==> src/rtl/fetch_queue_if.sv <==
// Instruction-memory request/response bus between the fetch queue (master) and imem (slave).
interface fetch_queue_if #(
    parameter int XLEN = 32
);
    logic            imem_req_valid;
    logic            imem_req_ready;
    logic [XLEN-1:0] imem_addr;
    logic            imem_rsp_valid;
    logic [31:0]     imem_rsp_data;

    modport master (
        output imem_req_valid,
        output imem_addr,
        input  imem_req_ready,
        input  imem_rsp_valid,
        input  imem_rsp_data
    );

    modport slave (
        input  imem_req_valid,
        input  imem_addr,
        output imem_req_ready,
        output imem_rsp_valid,
        output imem_rsp_data
    );
endinterface

==> src/rtl/fetch_queue.sv <==
// IF stage: owns the fetch PC, issues in-order imem requests, buffers words for IF/ID.
// Optional FETCH_PERF_EN adds perf_fetched / perf_dropped counters.
module fetch_queue_chk #(
    parameter int DEPTH = 2,
    parameter int CW    = 2
) (
    input logic          clk,
    input logic          rst_n,
    input logic          push,
    input logic          rsp_valid,
    input logic [CW-1:0] count,
    input logic [CW-1:0] outstanding
);
    push_not_full: assert property (@(posedge clk) disable iff (!rst_n)
        push |-> (count != CW'(DEPTH)));
    rsp_has_owner: assert property (@(posedge clk) disable iff (!rst_n)
        rsp_valid |-> (outstanding != {CW{1'b0}}));
endmodule

module fetch_queue #(
    parameter int              XLEN     = 32,
    parameter int              DEPTH    = 2,
    parameter logic [XLEN-1:0] RESET_PC = {XLEN{1'b0}}
) (
    input  logic            clk,
    input  logic            rst_n,
    input  logic            stall,
    input  logic            redirect_valid,
    input  logic [XLEN-1:0] redirect_pc,
    fetch_queue_if.master   imem,
    output logic            instr_valid,
    output logic [31:0]     instr,
    output logic [XLEN-1:0] pc,
    output logic [XLEN-1:0] pc_plus4
`ifdef FETCH_PERF_EN
    ,
    output logic [31:0]     perf_fetched,
    output logic [31:0]     perf_dropped
`endif
);
    localparam int              PW      = $clog2(DEPTH);
    localparam int              CW      = PW + 1;
    localparam logic [CW:0]     DEPTH_C = (CW+1)'(DEPTH);
    localparam logic [PW-1:0]   PTR_ONE = PW'(1);
    localparam logic [XLEN-1:0] STEP4   = XLEN'(32'd4);
    localparam logic [XLEN-1:0] ALIGN_M = {{(XLEN-2){1'b1}}, 2'b00};

    logic [XLEN-1:0] fetch_pc_r;
    logic [CW-1:0]   count_r;
    logic [CW-1:0]   outstanding_r;
    logic [CW-1:0]   discard_r;
    logic [PW-1:0]   q_rd_r;
    logic [PW-1:0]   q_wr_r;
    logic [PW-1:0]   f_rd_r;
    logic [PW-1:0]   f_wr_r;
    logic [31:0]     q_instr_r [DEPTH];
    logic [XLEN-1:0] q_pc_r    [DEPTH];
    logic [XLEN-1:0] q_pc4_r   [DEPTH];
    logic [XLEN-1:0] f_pc_r    [DEPTH];

    logic            pop_s;
    logic            push_s;
    logic            drop_s;
    logic            accept_s;
    logic [CW:0]     used_s;

    assign instr_valid    = (count_r != {CW{1'b0}});
    assign instr          = q_instr_r[q_rd_r];
    assign pc             = q_pc_r[q_rd_r];
    assign pc_plus4       = q_pc4_r[q_rd_r];
    assign imem.imem_addr = fetch_pc_r;

    // Handshake decode; credits count queued words plus requests still in flight.
    always_comb begin
        pop_s               = instr_valid && !stall && !redirect_valid;
        used_s              = {1'b0, count_r} + {1'b0, outstanding_r} - (CW+1)'(pop_s);
        imem.imem_req_valid = rst_n && !redirect_valid && (used_s < DEPTH_C);
        accept_s            = imem.imem_req_valid && imem.imem_req_ready;
        push_s              = imem.imem_rsp_valid && (discard_r == {CW{1'b0}}) && !redirect_valid;
        drop_s              = imem.imem_rsp_valid && !push_s;
    end

    // Fetch PC, occupancy counters and queue pointers; redirect flushes and arms discard.
    always_ff @(posedge clk or negedge rst_n) begin
        if (!rst_n) begin
            fetch_pc_r    <= RESET_PC;
            count_r       <= {CW{1'b0}};
            outstanding_r <= {CW{1'b0}};
            discard_r     <= {CW{1'b0}};
            q_rd_r        <= {PW{1'b0}};
            q_wr_r        <= {PW{1'b0}};
        end else begin
            outstanding_r <= outstanding_r + CW'(accept_s) - CW'(imem.imem_rsp_valid);
            if (redirect_valid) begin
                fetch_pc_r <= redirect_pc & ALIGN_M;
                count_r    <= {CW{1'b0}};
                q_wr_r     <= q_rd_r;
                discard_r  <= outstanding_r - CW'(imem.imem_rsp_valid);
            end else begin
                if (accept_s) fetch_pc_r <= fetch_pc_r + STEP4;
                count_r <= count_r + CW'(push_s) - CW'(pop_s);
                if (pop_s)  q_rd_r <= q_rd_r + PTR_ONE;
                if (push_s) q_wr_r <= q_wr_r + PTR_ONE;
                if (drop_s) discard_r <= discard_r - CW'(1);
            end
        end
    end

    // Storage: in-flight request PCs and the instruction queue entries.
    always_ff @(posedge clk or negedge rst_n) begin
        if (!rst_n) begin
            f_rd_r <= {PW{1'b0}};
            f_wr_r <= {PW{1'b0}};
            for (int i = 0; i < DEPTH; i++) begin
                q_instr_r[i] <= 32'd0;
                q_pc_r[i]    <= {XLEN{1'b0}};
                q_pc4_r[i]   <= {XLEN{1'b0}};
                f_pc_r[i]    <= {XLEN{1'b0}};
            end
        end else begin
            if (accept_s) begin
                f_pc_r[f_wr_r] <= fetch_pc_r;
                f_wr_r         <= f_wr_r + PTR_ONE;
            end
            if (imem.imem_rsp_valid) f_rd_r <= f_rd_r + PTR_ONE;
            if (push_s) begin
                q_instr_r[q_wr_r] <= imem.imem_rsp_data;
                q_pc_r[q_wr_r]    <= f_pc_r[f_rd_r];
                q_pc4_r[q_wr_r]   <= f_pc_r[f_rd_r] + STEP4;
            end
        end
    end

`ifdef FETCH_PERF_EN
    // Retired-fetch and wrong-path-drop counters, free-running modulo 2^32.
    always_ff @(posedge clk or negedge rst_n) begin
        if (!rst_n) begin
            perf_fetched <= 32'd0;
            perf_dropped <= 32'd0;
        end else begin
            perf_fetched <= perf_fetched + 32'(pop_s);
            perf_dropped <= perf_dropped + 32'(drop_s)
                          + (redirect_valid ? 32'(count_r) : 32'd0);
        end
    end
`endif

    fetch_queue_chk #(.DEPTH(DEPTH), .CW(CW)) u_chk (
        .clk         (clk),
        .rst_n       (rst_n),
        .push        (push_s),
        .rsp_valid   (imem.imem_rsp_valid),
        .count       (count_r),
        .outstanding (outstanding_r)
    );
endmodule

==> src/flat_wrapper.sv <==
// flat-port wrapper written by rule: the top's interface ports become plain ports
module fetch_queue_flat 
#(
    parameter int              XLEN     = 32,
    parameter int              DEPTH    = 2,
    parameter logic [XLEN-1:0] RESET_PC = {XLEN{1'b0}}
)
  (clk, rst_n, stall, redirect_valid, redirect_pc, instr_valid, instr, pc, pc_plus4, imem_imem_req_valid, imem_imem_addr, imem_imem_req_ready, imem_imem_rsp_valid, imem_imem_rsp_data);
  fetch_queue_if #(.XLEN(XLEN)) imem_i ();
  input  logic clk;
  input  logic rst_n;
  input  logic stall;
  input  logic redirect_valid;
  input  logic [XLEN-1:0] redirect_pc;
  output logic instr_valid;
  output logic [31:0] instr;
  output logic [XLEN-1:0] pc;
  output logic [XLEN-1:0] pc_plus4;
  output wire logic [$bits(imem_i.imem_req_valid)-1:0] imem_imem_req_valid;
  output wire logic [$bits(imem_i.imem_addr)-1:0] imem_imem_addr;
  input wire logic [$bits(imem_i.imem_req_ready)-1:0] imem_imem_req_ready;
  input wire logic [$bits(imem_i.imem_rsp_valid)-1:0] imem_imem_rsp_valid;
  input wire logic [$bits(imem_i.imem_rsp_data)-1:0] imem_imem_rsp_data;
  assign imem_imem_req_valid = imem_i.imem_req_valid;
  assign imem_imem_addr = imem_i.imem_addr;
  assign imem_i.imem_req_ready = imem_imem_req_ready;
  assign imem_i.imem_rsp_valid = imem_imem_rsp_valid;
  assign imem_i.imem_rsp_data = imem_imem_rsp_data;
  fetch_queue #(.XLEN(XLEN), .DEPTH(DEPTH), .RESET_PC(RESET_PC)) u_core (.clk(clk), .rst_n(rst_n), .stall(stall), .redirect_valid(redirect_valid), .redirect_pc(redirect_pc), .imem(imem_i), .instr_valid(instr_valid), .instr(instr), .pc(pc), .pc_plus4(pc_plus4));
endmodule
==> config.mk <==
export PLATFORM = sky130hd
export DESIGN_NAME = fetch_queue_flat
export DESIGN_NICKNAME = d
export VERILOG_FILES = /design/src/rtl/fetch_queue_if.sv /design/src/rtl/fetch_queue.sv /design/src/flat_wrapper.sv
export SDC_FILE = /design/constraint.sdc
export NUM_CORES = 1
export LEC_CHECK = 0
export ABC_AREA = 1
export BUFFER_PORTS_ARGS = -buffer_cell sky130_fd_sc_hd__buf_2
export CAP_MARGIN = 20
export CORE_MARGIN = 5
export CORE_UTILIZATION = 50
export CTS_BUF_LIST = sky130_fd_sc_hd__clkbuf_8
export DETAILED_ROUTE_END_ITERATION = 8
export GPL_TIMING_DRIVEN = 0
export HOLD_SLACK_MARGIN = 0.02
export PLACE_DENSITY = 0.71
export RECOVER_POWER = 100
export SYNTH_ARGS = -nofsm -noshare
export SYNTH_HDL_FRONTEND = slang
export SYNTH_HIERARCHICAL = 1
export SYNTH_SLANG_ARGS = --single-unit
==> constraint.sdc <==
create_clock -name clk -period 5.4 [get_ports clk]
set_input_delay 1.08 -clock clk [delete_from_list [all_inputs] [get_ports clk]]
set_output_delay 1.08 -clock clk [all_outputs]
set_load 0.01 [all_outputs]
-- Word level (Yosys, flattened, before mapping)
Cells that the tools add are included.
- register bits: 298
- latch bits: 0
- memory bits (writable): 0
- bits in read-only memories: 0
- logic and storage cells: 88
- memories kept: 0
- add/subtract/negate cells: 14
- multiply operators: 0
- div/mod/pow operators: 0
- $lt $le $gt $ge: 7
- equality and inequality tests: 0
- shift-type cells: 0
- muxes and demuxes: 27
- bitwise gates (word level): 5
- reduce and logical (&&, ||, !) cells: 19
- operator list (cell ; number):
    32-bit 2-to-1 mux ; 16
    64-bit bitwise mux ; 4
    32-bit by 3-bit adder with 32-bit output, second input constant ; 2
    32-bit demux with 1-bit select ; 2
    1-bit logical AND ; 10
    2-bit >= comparator, second input constant ; 4
    1-bit inverter with 2-bit output ; 4
    2-bit nonzero test ; 4
    2-bit 2-to-1 mux ; 3
    2-bit by 1-bit subtractor with 2-bit output ; 3
    1-bit adder, second input constant ; 4
    2-bit by 1-bit adder with 2-bit output ; 2
    2-bit by 1-bit < comparator with 1-bit output, second input constant ; 2
    2-bit by 2-bit adder with 3-bit output ; 1
    1-bit logical NOT ; 3
    3-bit by 2-bit < comparator with 1-bit output, second input constant ; 1
    3-bit by 1-bit subtractor with 3-bit output ; 1
    2-bit logical NOT ; 1
    1-bit 2-to-1 mux ; 2
    2-bit AND reduction ; 1
    2-bit by 1-bit subtractor with 2-bit output, second input constant ; 1
    1-bit inverter ; 1

-- Depth between registers and ports, before layout
Gate-level depths: netlist of run 1.
- depth after elaboration: 9
- depth in mapped cells: 16
- depth with buffers taken out: 14

-- Least setup slack after synthesis of run 1
No wires, ideal clock.
- path type: input to register
- start: input redirect_valid
- end: register u_core.outstanding_r[1]
- arrival: 3.879 ns
- data required time: 5.271 ns
- setup slack: 1.393 ns
- stages on the path: 16
- path buffers: 3
- path through: buf_2 nor3_1 ha_1 inv_1 nand2_1 fa_1 nand2_1 nor2_1 nand3_2 buf_2 buf_1 ha_1 inv_1 ha_1 xnor2_1 xor2_1
- longest elaborated chain between the ends: 8
- ends and longest elaborated chain (what ; line ; source):
    start: declaration ; flat_wrapper.sv:13 ; input logic redirect_valid;
    1-bit logical NOT (*) ; fetch_queue.sv:75, fetch_queue.sv:77 ;
    1-bit logical AND ; fetch_queue.sv:75 ; pop_s = instr_valid && !stall && !redirect_valid;
    3-bit by 1-bit subtractor with 3-bit output ; fetch_queue.sv:76 ; used_s = {1'b0, count_r} + {1'b0, outstanding_r} - (CW+1)'(pop_s);
    3-bit by 2-bit < comparator with 1-bit output ; fetch_queue.sv:77 ; imem.imem_req_valid = rst_n && !redirect_valid && (used_s < DEPTH_C);
    1-bit logical AND (*) ; fetch_queue.sv:77 ;
    1-bit logical AND (*) ; fetch_queue.sv:78 ; accept_s = imem.imem_req_valid && imem.imem_req_ready;
    2-bit by 1-bit adder with 2-bit output (*) ; fetch_queue.sv:93 ; outstanding_r <= outstanding_r + CW'(accept_s) - CW'(imem.imem_rsp_valid);
    2-bit by 1-bit subtractor with 2-bit output (*) ; fetch_queue.sv:93 ;
    end signal: assignment ; fetch_queue.sv:88 ; outstanding_r <= {CW{1'b0}};
    end signal: assignment ; fetch_queue.sv:93 ;
    end: declaration ; fetch_queue.sv:50 ; logic [CW-1:0] outstanding_r;
Every way passes the cells marked *; elsewhere a longest branch is shown, timed or not.
A chain may end at the register's enable or synchronous reset.

-- Worst setup path in the final report of run 1
Ends and elaborated chain as after synthesis.

==> impl_metrics.py, run 1 <==
metrics = {
    "cts": {
        "clock_path_buffers": 3,
        "numClockSinks": 284,
        "cts_max_level": 2,
        "cts_made_buffers": 49,
        "clk_latency_ns": 0.57,
        "cts-root-buf": "clkbuf_8",
        "path_clk_slew_ns": 0.06,
        "ctsResizeCount": 0,
        "cts_tree": "built",
        "cts_setup_buffers": 0,
        "ctsHoldBuffers": 0,
    },
    "synthesis": {
        "yosysMostFrequentCell": "nand2_1",
        "synth_edf_count": 0,
        "synthesis.instances": 1822,
        "ys_ff_latch": 284,
        "yosys-top-cells-count": "752 x nand2_1, 284 x dfrtp_1, 196 x o21ai_0, 158 x inv_1, 77 x nand3_1",
        "synth_area_leaders": "dfrtp_1 51%, nand2_1 20%, o21ai_0 7.0%",
        "synth_top_area_cell": "dfrtp_1",
        "yosys_warnings": 6,
        "synthFlopType": "dfrtp_1",
        "synth_seq_area_share": 0.506,
        "synthArstFlopShare": 1.00,
        "synth_top_area_share": 0.506,
        "synth.avg_cell_area_um2": 7.71,
        "ys_types": 42,
        "syn_area_mm2": 0.0140,
    },
    "global_route": {
        "grtUsageTotal": 0.251,
        "grt_max_degree": 106,
        "grt_first_pass_wirelength_mm": 63.5,
        "antenna_found_initial": 0,
        "grt_pass1_vias": 12400,
        "grt.overflow.total": 0,
    },
    "power_and_ir_drop": {
        "power_switching_mw": 3.61,
        "p_int_mw": 5.18,
        "powerDensity_mw_per_mm2": 539,
        "irDropWorstVdd_mv": 0.213,
        "power_leakage_nw": 8.16,
        "swShare": 0.411,
        "p_clk_frac": 0.224,
        "power_frac_seq": 0.390,
        "combPwrFrac": 0.385,
    },
    "finish": {
        "fin_cells": 2485,
        "n_antenna_cell": 0,
        "nets": 2151,
        "post_route_cells_drive_above_1_share": 0.0968,
        "syn_to_final_growth_pct": 16.0,
    },
    "drt": {
        "routed_wl_mm": 39.9,
        "drc": 0,
        "routed-via-count": 12800,
        "wl_per_cell_um": 16.0,
        "drtIter0Drc": 1074,
        "first_pass_iters": 6,
        "postRouteAntennaNets": 0,
        "viasPerCell": 5.15,
    },
    "floorplanning": {
        "die-area_mm2": 0.0315,
        "rows": 61,
        "core_mm2": 0.0278,
        "ios": 200,
        "start_util": 0.506,
        "dieHeight_um": 178,
        "die_x_um": 178,
    },
    "run_status": {
        "violations": "max-capacitance violations, max-slew violations",
        "status": "finished with violations",
    },
    "sta": {
        "hold_violations": 0,
        "relSlewSlack": -0.740,
        "fmax_mhz": 229,
        "worst_pin_slew_ns": 2.61,
        "min_period_ns": 4.38,
        "hold_ws_ns": 0.476,
        "setup_violations": 0,
        "rsz0062_at_grt": "false",
        "skew_ns": 0.0259,
        "fin_crit_sh": 0.810,
        "setup_tns_ns": 0,
        "slew_violations": 194,
    },
    "critical_path": {
        "critPathMaxFanout": 10,
        "cp.arrival_ns": 4.87,
        "cp.required_ns": 5.89,
        "worstSetupStartpointType": "primary input",
        "cp-end-kind": "flip-flop",
        "critPathKind": "in2reg",
    },
    "placement": {
        "gp_congestion": 0.894,
        "portBuffers": 190,
        "dp_hpwl_mm": 29.1,
        "placed_cells": 2397,
    },
    "worst_hold_path": {
        "hold_class": "reg2reg",
    },
    "run": {
        "maxCapViolations": 2,
    },
}
[critical path: stages]
cell and delay (ns):
clkbuf_1 0.15, nor3_1 0.61, ha_1 0.35, inv_1 0.05, nand2_1 0.06, fa_1 0.42
nand2_1 0.07, nor2_1 0.06, nand3_1 0.18, clkbuf_1 0.40, clkbuf_1 0.59, ha_1 0.35
inv_1 0.05, ha_1 0.15, xnor2_1 0.13, xor2_1 0.16
[cell families after synthesis]
| group | synth area share |
|---|---|
| and+or+nand+nor | 0.276 |
| AOI/OAI and AO/OA | 0.110 |
| DFF | 0.506 |
| buffers and inverters | 0.0764 |
| xor gates and xnor gates | 0.0181 |
| adders and majority gates | 0.0103 |
| muxes | 0.00240 |
| other | 0.000267 |
[power by group through the flow]
| stage | Sequential [mW] | Combinational (mW) | Clock (mW) |
|---|---|---|---|
| 6_report | 3.43 | 3.39 | 1.97 |
| 5_1_grt | 3.53 | 3.82 | 2.12 |
| 4_1_cts | 3.43 | 3.54 | 2.02 |
| 3_5_place_dp | 3.46 | 3.52 | 0 |
| 3_3_place_gp | 3.43 | 3.45 | 0 |
| 2_1_floorplan | 3.37 | 2.25 | 0 |
[through the flow]
step | instance area (um2) | util | power [mW] | setup slack [ns]
final | 16300 | 0.586 | 8.79 | 1.02
after global routing | 16300 | 0.586 | 9.48 | 0.671
after CTS | 16600 | 0.596 | 8.98 | 1.09
after detailed placement | 15600 | 0.560 | 6.98 | 0.657
after global placement | 15500 | 0.558 | 6.87 | -2.61
after floorplan | 14100 | - | 5.62 | 1.39
[path summary, 6_finish.rpt]
path                               startpoint                 endpoint  slack [ns]  cells past startpoint
max in group asynchronous               rst_n        u_core/q_pc_r[46]        1.87                      2
min in group asynchronous               rst_n        u_core/count_r[1]        0.51                      1
max                            redirect_valid  u_core/outstanding_r[1]        1.02                     16
max reg2reg                 u_core/count_r[1]  u_core/outstanding_r[1]        1.30                     16
min                        u_core/q_pc4_r[55]       u_core/q_pc4_r[55]        0.48                      2
min reg2reg                u_core/q_pc4_r[55]       u_core/q_pc4_r[55]        0.48                      2
[layout make-up]
type / instances / area, um2
multi-input cells: 1286 / 5840
clock inverters: 26 / 159
clock buffers: 62 / 853
well taps: 378 / 473
plain buffers: 91 / 409
inverters: 166 / 628
flip-flops and latches: 284 / 7110
repair buffers: 192 / 823
fillers: 2741 / 11500
[sequential cells by signal, summed over array words and instances (netlist names), 2 cells and up]
name and flops:
u_core/count_r 2, u_core/discard_r 2, u_core/f_pc_r 60, u_core/imem.imem_addr 30
u_core/outstanding_r 2, u_core/q_instr_r 64, u_core/q_pc4_r 60, u_core/q_pc_r 60
[layer usage]
layer  part of all wire  vias to the layer above  track usage
li1                   -                     6218            -
met1               0.43                     5963        0.346
met2               0.46                      520        0.406
met3              0.073                       95       0.0349
met4              0.036                        0       0.0951
met5                  0                        -            0
[layout by cell type, fill, tap and decap left out, types with 2 or more instances in the layout]
master / n
a21oi_1: 3
a31oi_1: 2
buf_2: 77
buf_4: 7
buf_6: 3
buf_8: 2
bufinv_16: 2
clkbuf_1: 192
clkbuf_2: 2
clkbuf_8: 62
clkinv_1: 2
clkinvlp_4: 2
conb_1: 6
dfrtp_1: 284
ha_1: 10
inv_1: 182
inv_2: 2
mux2_2: 3
nand2_1: 752
nand2_2: 24
nand3_1: 78
nand4_1: 10
nor2_1: 63
nor2_2: 10
nor2_4: 4
nor3_1: 7
o211ai_1: 10
o21a_1: 25
o21ai_0: 223
o21ai_1: 11
o21bai_1: 5
o221ai_1: 3
xnor2_1: 5
xor2_1: 24
Power figures use the tool's default switching activity.
==> run 2: changes to the inputs <==
- ABC_AREA: 1 -> 0
- PLACE_DENSITY: 0.71 -> 0.74
- clock period: 5.4 -> 3.6 ns (I/O delays scaled with it)
==> run 2 against run 1 <==
Effect of this change: combinational power grew 48%; area after synthesis is 2.7% lower; sequential power up 55%; final cell count decreased by 22%; via count down 15%; first-iteration DRC count fell by 22%; register-to-register slack lost 1.2 ns; sequential cell count stayed put; die area fell by 2.6%; the run still ends with max-capacitance violations, max-slew violations left; largest cell class unchanged; critical endpoint is now imem_imem_req_valid.
==> impl_metrics.py, run 2 <==
metrics = {
    "sta": {
        "fmax_mhz": 287,
        "setup_slack_ns": 0.120,
        "fin_crit_sh": 0.967,
        "skew_ns": 0.0242,
        "setup_violations": 0,
        "hold_ws_ns": 0.0802,
        "relSlewSlack": -0.0513,
        "hold_violations": 0,
        "slew_violations": 115,
        "setup_tns_ns": 0,
        "worst_pin_slew_ns": 1.58,
        "min_period_ns": 3.48,
    },
    "synthesis": {
        "ys_ff_latch": 284,
        "synth_seq_area_share": 0.520,
        "synth_top_area_cell": "dfrtp_1",
        "synthFlopType": "dfrtp_1",
        "yosys_warnings": 6,
        "synth_top_area_share": 0.520,
        "synthesis.instances": 1319,
        "synth_edf_count": 0,
        "yosysMostFrequentCell": "nand2_1",
        "synth_area_leaders": "dfrtp_1 52%, mux2_2 13%, nand2_1 10%",
        "synthArstFlopShare": 1.00,
        "syn_area_mm2": 0.0137,
        "ys_types": 72,
        "yosys-top-cells-count": "374 x nand2_1, 284 x dfrtp_1, 153 x mux2_2, 115 x o21ai_0, 54 x clkbuf_1",
        "synth.avg_cell_area_um2": 10.4,
    },
    "critical_path": {
        "slowest_delay_ns": 0.54,
        "r2r-start": "u_core/count_r[1]",
        "worstSetupStartpointType": "flip-flop",
        "critPathMaxFanout": 3,
        "cp.arrival_ns": 2.76,
        "cp.required_ns": 2.88,
        "crit_chain": "or2_2 -> nor3b_4 -> ha_1 -> nand2b_4 -> fa_2 -> nand2_4 -> nor3_4 -> clkbuf_2",
        "r2r_cells": 15,
        "critPathKind": "reg2out",
        "cp_slowest_cell": "fa_2",
        "crit_start": "u_core/count_r[1]",
        "cp-end-kind": "primary output",
    },
    "cts": {
        "cts_tree": "built",
        "numClockSinks": 284,
        "path_clk_slew_ns": 0.06,
        "clock_path_buffers": 3,
        "cts_max_level": 2,
        "cts-root-buf": "clkbuf_8",
        "cts_made_buffers": 47,
        "clk_latency_ns": 0.56,
    },
    "finish": {
        "largest_reg_flops": 64,
        "n_antenna_cell": 0,
        "layout_commonest_cell": "nand2_1",
        "largest-register": "u_core/q_instr_r",
        "post_route_cells_drive_above_1_share": 0.225,
        "layout_common_cells": "373 x nand2_1, 284 x dfrtp_1, 159 x clkbuf_1",
        "nets": 1651,
        "syn_to_final_growth_pct": 17.1,
    },
    "floorplanning": {
        "rows": 60,
        "core_mm2": 0.0270,
        "die-area_mm2": 0.0307,
        "die_x_um": 175,
        "dieHeight_um": 175,
        "ios": 200,
        "start_util": 0.507,
    },
    "worst_hold_path": {
        "hold_class": "in2async",
    },
    "power_and_ir_drop": {
        "power_leakage_nw": 7.69,
        "irDropWorstVdd_mv": 0.332,
        "powerDensity_mw_per_mm2": 822,
    },
    "global_route": {
        "grt_pass1_vias": 10900,
        "grt_max_degree": 115,
        "grt.overflow.total": 0,
        "antenna_found_initial": 0,
        "grtUsageTotal": 0.236,
        "grt_first_pass_wirelength_mm": 58.9,
    },
    "placement": {
        "dp_hpwl_mm": 26.5,
        "gp_congestion": 0.851,
        "pre_cts_ws_ns": -0.470,
        "portBuffers": 190,
    },
    "drt": {
        "viasPerCell": 5.60,
        "drtIter0Drc": 842,
        "wl_per_cell_um": 18.9,
        "drc": 0,
        "postRouteAntennaNets": 0,
        "first_pass_iters": 5,
        "routed_wl_mm": 36.7,
        "routed-via-count": 10900,
    },
    "run_status": {
        "status": "finished with violations",
        "violations": "max-capacitance violations, max-slew violations",
    },
    "run": {
        "maxCapViolations": 1,
    },
}
-- run 2: cell count changes in the layout (fill, tap and decap cells not counted), moves of 24 or more --
cell      previous run  this run
nor2_1              63        15
inv_1              182        26
nand2_1            752       373
o21ai_0            223       115
mux2i_1              0        29
clkbuf_1           192       159
mux2_2               3       133
nand3_1             78        16
nand2_2             24         0
-- run 2: final timing paths --
path / end / slack, ns
worst max-delay path: imem_imem_req_valid / 0.12
worst min-delay path: u_core/imem.imem_addr[15] / 0.08
worst max register to register: u_core/outstanding_r[1] / 0.14
worst min register to register: u_core/q_instr_r[25] / 0.47
max in group asynchronous: u_core/q_instr_r[2] / 0.87
min in group clk: u_core/imem.imem_addr[3] / 0.37
-- run 2: logic make-up after synthesis --
logic type,share of synthesized area
compound gates,0.0993
xor+xnor,0.0179
fa+ha+maj,0.0106
buf+inv,0.0342
flops,0.520
mux,0.148
other cells,0.000274
simple gates,0.169
-- run 2: report_power, final --
| group | internal, mW | switching [mW] |
|---|---|---|
| combinational | 2.14 | 2.90 |
| sequential | 4.48 | 0.849 |
| clock | 1.54 | 1.26 |
| total | 8.15 | 5.00 |
-- run 2: area by class of cell --
type	count	area, um2
Inverter	13	48.8
Clock inverter	23	125
Clock buffer	59	812
Sequential cell	284	7110
Tap cell	341	427
Fill cell	2357	10900
Timing Repair Buffer	198	898
Multi-Input combinational cell	938	6160
Buffer	88	429
-- run 2: metrics by stage --
step                      utilization  std cells  power, mW  instance area, um2
after floorplan                     -       1324       8.55               13800
after global placement          0.561       1855       10.3               15100
after detailed placement        0.564       1857       10.5               15200
after CTS                       0.600       1942       13.4               16200
after global routing            0.594       1944       14.0               16000
final                           0.594       1944       13.2               16000
-- run 2: per-layer routing --
| layer | vias up | share of wire | global-route usage |
|---|---|---|---|
| met5 | - | 0 | 0 |
| met4 | 0 | 0.025 | 0.0648 |
| met3 | 57 | 0.065 | 0.0437 |
| met2 | 382 | 0.46 | 0.364 |
| met1 | 5364 | 0.45 | 0.345 |
| li1 | 5088 | - | - |
-- run 2: worst max-delay path: cells and delay by family (launching register included) --
family	cells	cell delay, ns
buffers and inverters	1	0.16
AND/OR/NAND/NOR	5	0.83
adder cells (fa/ha/maj)	2	0.83
flip-flops	1	0.40
-- run 2: repair_timing --
action | CTS | global route
gates resized for setup | 2 | 6
setup buffers | 3 | 3
hold buffers | 0 | 0
pin swaps | 2 | 5
endpoints found under the setup margin | 33 | 39
==> run 3: changes to the inputs <==
- CELL_PAD_IN_SITES_DETAIL_PLACEMENT: default -> 1
- CELL_PAD_IN_SITES_GLOBAL_PLACEMENT: default -> 1
- CORE_UTILIZATION: 50 -> 42
- PLACE_DENSITY: 0.74 -> default
- PLACE_DENSITY_LB_ADDON: default -> 0.1
==> run 3 against run 2 <==
Effect of this change: the flow still finishes with violations (max-capacitance violations, max-slew violations); clock power grew 9.6%; register-to-register slack about the same; via count fell by 0.38%; worst hold slack better by 0.069 ns; combinational power about the same; worst setup slack improved by 0.0089 ns.
==> impl_metrics.py, run 3 (synthesized netlist as in run 2, its figures left out) <==
metrics = {
    "run_status": {
        "status": "finished with violations",
        "violations": "max-capacitance violations, max-slew violations",
    },
    "drt": {
        "routed_wl_mm": 40.9,
        "drtIter0Drc": 491,
        "routed-via-count": 10900,
        "drc": 0,
        "postRouteAntennaNets": 0,
        "wl_per_cell_um": 19.9,
        "viasPerCell": 5.27,
        "first_pass_iters": 5,
    },
    "finish": {
        "layout_common_cells": "373 x nand2_1, 284 x dfrtp_1, 156 x clkbuf_1",
        "num-fill-cells": 3800,
        "layout_commonest_cell": "nand2_1",
        "post_route_cells_drive_above_1_share": 0.231,
        "largest_reg_flops": 64,
        "multi_input_area_mm2": 0.00614,
        "fin_area_mm2": 0.0163,
        "register_area_mm2": 0.00711,
        "n_antenna_cell": 0,
        "nets": 1656,
        "largest-register": "u_core/q_instr_r",
        "syn_to_final_growth_pct": 19.0,
    },
    "cts": {
        "clk_latency_ns": 0.56,
        "cts-root-buf": "clkbuf_8",
        "cts_max_level": 2,
        "numClockSinks": 284,
        "cts_tree": "built",
        "clock_path_buffers": 3,
        "ctsHoldBuffers": 0,
        "path_clk_slew_ns": 0.06,
        "cts_made_buffers": 50,
    },
    "sta": {
        "slew_violations": 93,
        "hold_violations": 0,
        "relSlewSlack": -0.579,
        "hold_ws_ns": 0.149,
        "skew_ns": 0.0175,
        "fmax_mhz": 288,
        "setup_violations": 0,
        "setup_tns_ns": 0,
        "worst_pin_slew_ns": 2.37,
        "rsz0062_at_grt": "false",
        "min_period_ns": 3.47,
        "fin_crit_sh": 0.964,
    },
    "global_route": {
        "antenna_found_initial": 0,
        "grtUsageTotal": 0.226,
        "grt_pass1_vias": 11600,
        "grt_first_pass_wirelength_mm": 65.5,
        "grt_max_degree": 103,
        "grt.overflow.total": 0,
    },
    "critical_path": {
        "r2r_cells": 12,
        "worstSetupStartpointType": "flip-flop",
        "cp.required_ns": 4.04,
        "crit_chain": "or2_4 -> nor3b_4 -> ha_1 -> nand2b_4 -> fa_1 -> nand2_2 -> nor4b_4 -> inv_2 -> buf_4 -> nor2_1 -> buf_2 -> mux2_2",
        "critPathMaxFanout": 10,
        "slowest_delay_ns": 0.50,
        "critPathKind": "reg2reg",
        "cp-end-kind": "flip-flop",
        "cp.arrival_ns": 3.91,
        "cp_slowest_cell": "fa_1",
    },
    "placement": {
        "dpl_cell_area_mm2": 0.0153,
        "gp_congestion": 0.804,
        "portBuffers": 190,
        "dp_hpwl_mm": 29.7,
    },
    "floorplanning": {
        "core_mm2": 0.0324,
        "dieHeight_um": 190,
        "rows": 66,
        "start_util": 0.422,
        "ios": 200,
        "die-area_mm2": 0.0362,
        "die_x_um": 190,
    },
    "worst_hold_path": {
        "hold_class": "in2async",
    },
    "power_and_ir_drop": {
        "powerDensity_mw_per_mm2": 828,
        "irDropWorstVdd_mv": 0.277,
        "power_leakage_nw": 7.77,
    },
    "run": {
        "maxCapViolations": 1,
    },
}
==> run 3: cell count changes in the layout (fill, tap and decap cells not counted), sizes merged <==
| cell | previous run | this run |
|---|---|---|
| clkbuf | 226 | 235 |
| buf | 119 | 123 |
| clkinv | 7 | 8 |
| bufinv | 1 | 0 |
==> run 3: critical path: cells and delay by family (launching register included) <==
kind | cells | cell delay [ns]
and+or+nand+nor | 6 | 1.19
adders and majority gates | 2 | 0.79
DFF | 1 | 0.41
buffers and inverters | 3 | 0.56
muxes | 1 | 0.38
==> run 3: repair_timing <==
| item | CTS | global route |
|---|---|---|
| setup endpoints to repair | 95 | 90 |
| setup buffers | 4 | 3 |
| pin swaps | 2 | 2 |
| resized for setup | 1 | 12 |
==> run 3: worst paths after layout <==
check,from,endpoint,slack [ns]
max in group asynchronous,rst_n,u_core/q_instr_r[62],0.64
max,u_core/count_r[1],u_core/f_pc_r[50],0.13
min,rst_n,u_core/q_pc4_r[12],0.15
min reg2reg,u_core/q_pc4_r[54],u_core/q_pc4_r[54],0.47
max reg2reg,u_core/count_r[1],u_core/f_pc_r[50],0.13
min in group clk,imem_imem_rsp_data[29],u_core/q_instr_r[61],0.36
==> run 3: area by class of cell <==
| cell class | instances | area share |
|---|---|---|
| repair buffers | 200 | 0.0563 |
| clock inverters | 23 | 0.00616 |
| multi-input cells | 938 | 0.378 |
| plain buffers | 88 | 0.0265 |
| inverters | 13 | 0.00300 |
| clock buffers | 70 | 0.0593 |
| flip-flops and latches | 284 | 0.437 |
| well taps | 442 | 0.0340 |
==> run 3: through the flow <==
stage | total power, mW | setup WS (ns) | utilization | std cells
after floorplan | 8.55 | 0.000384 | - | 1324
after global placement | 10.4 | -4.61 | 0.471 | 1956
after detailed placement | 10.6 | -0.679 | 0.473 | 1958
after CTS | 13.8 | 0.00791 | 0.507 | 2055
after global routing | 14.4 | 0.00536 | 0.502 | 2058
final | 13.5 | 0.129 | 0.502 | 2058
==> run 3: metal layers <==
layer	track usage	wire, um
met5	0	0
met4	0.0428	543
met3	0.0326	1560
met2	0.365	19100
met1	0.328	19700
==> run 3: power breakdown <==
part | internal, mW | switching, mW
combinational | 2.12 | 2.93
sequential | 4.48 | 0.871
clock | 1.72 | 1.35
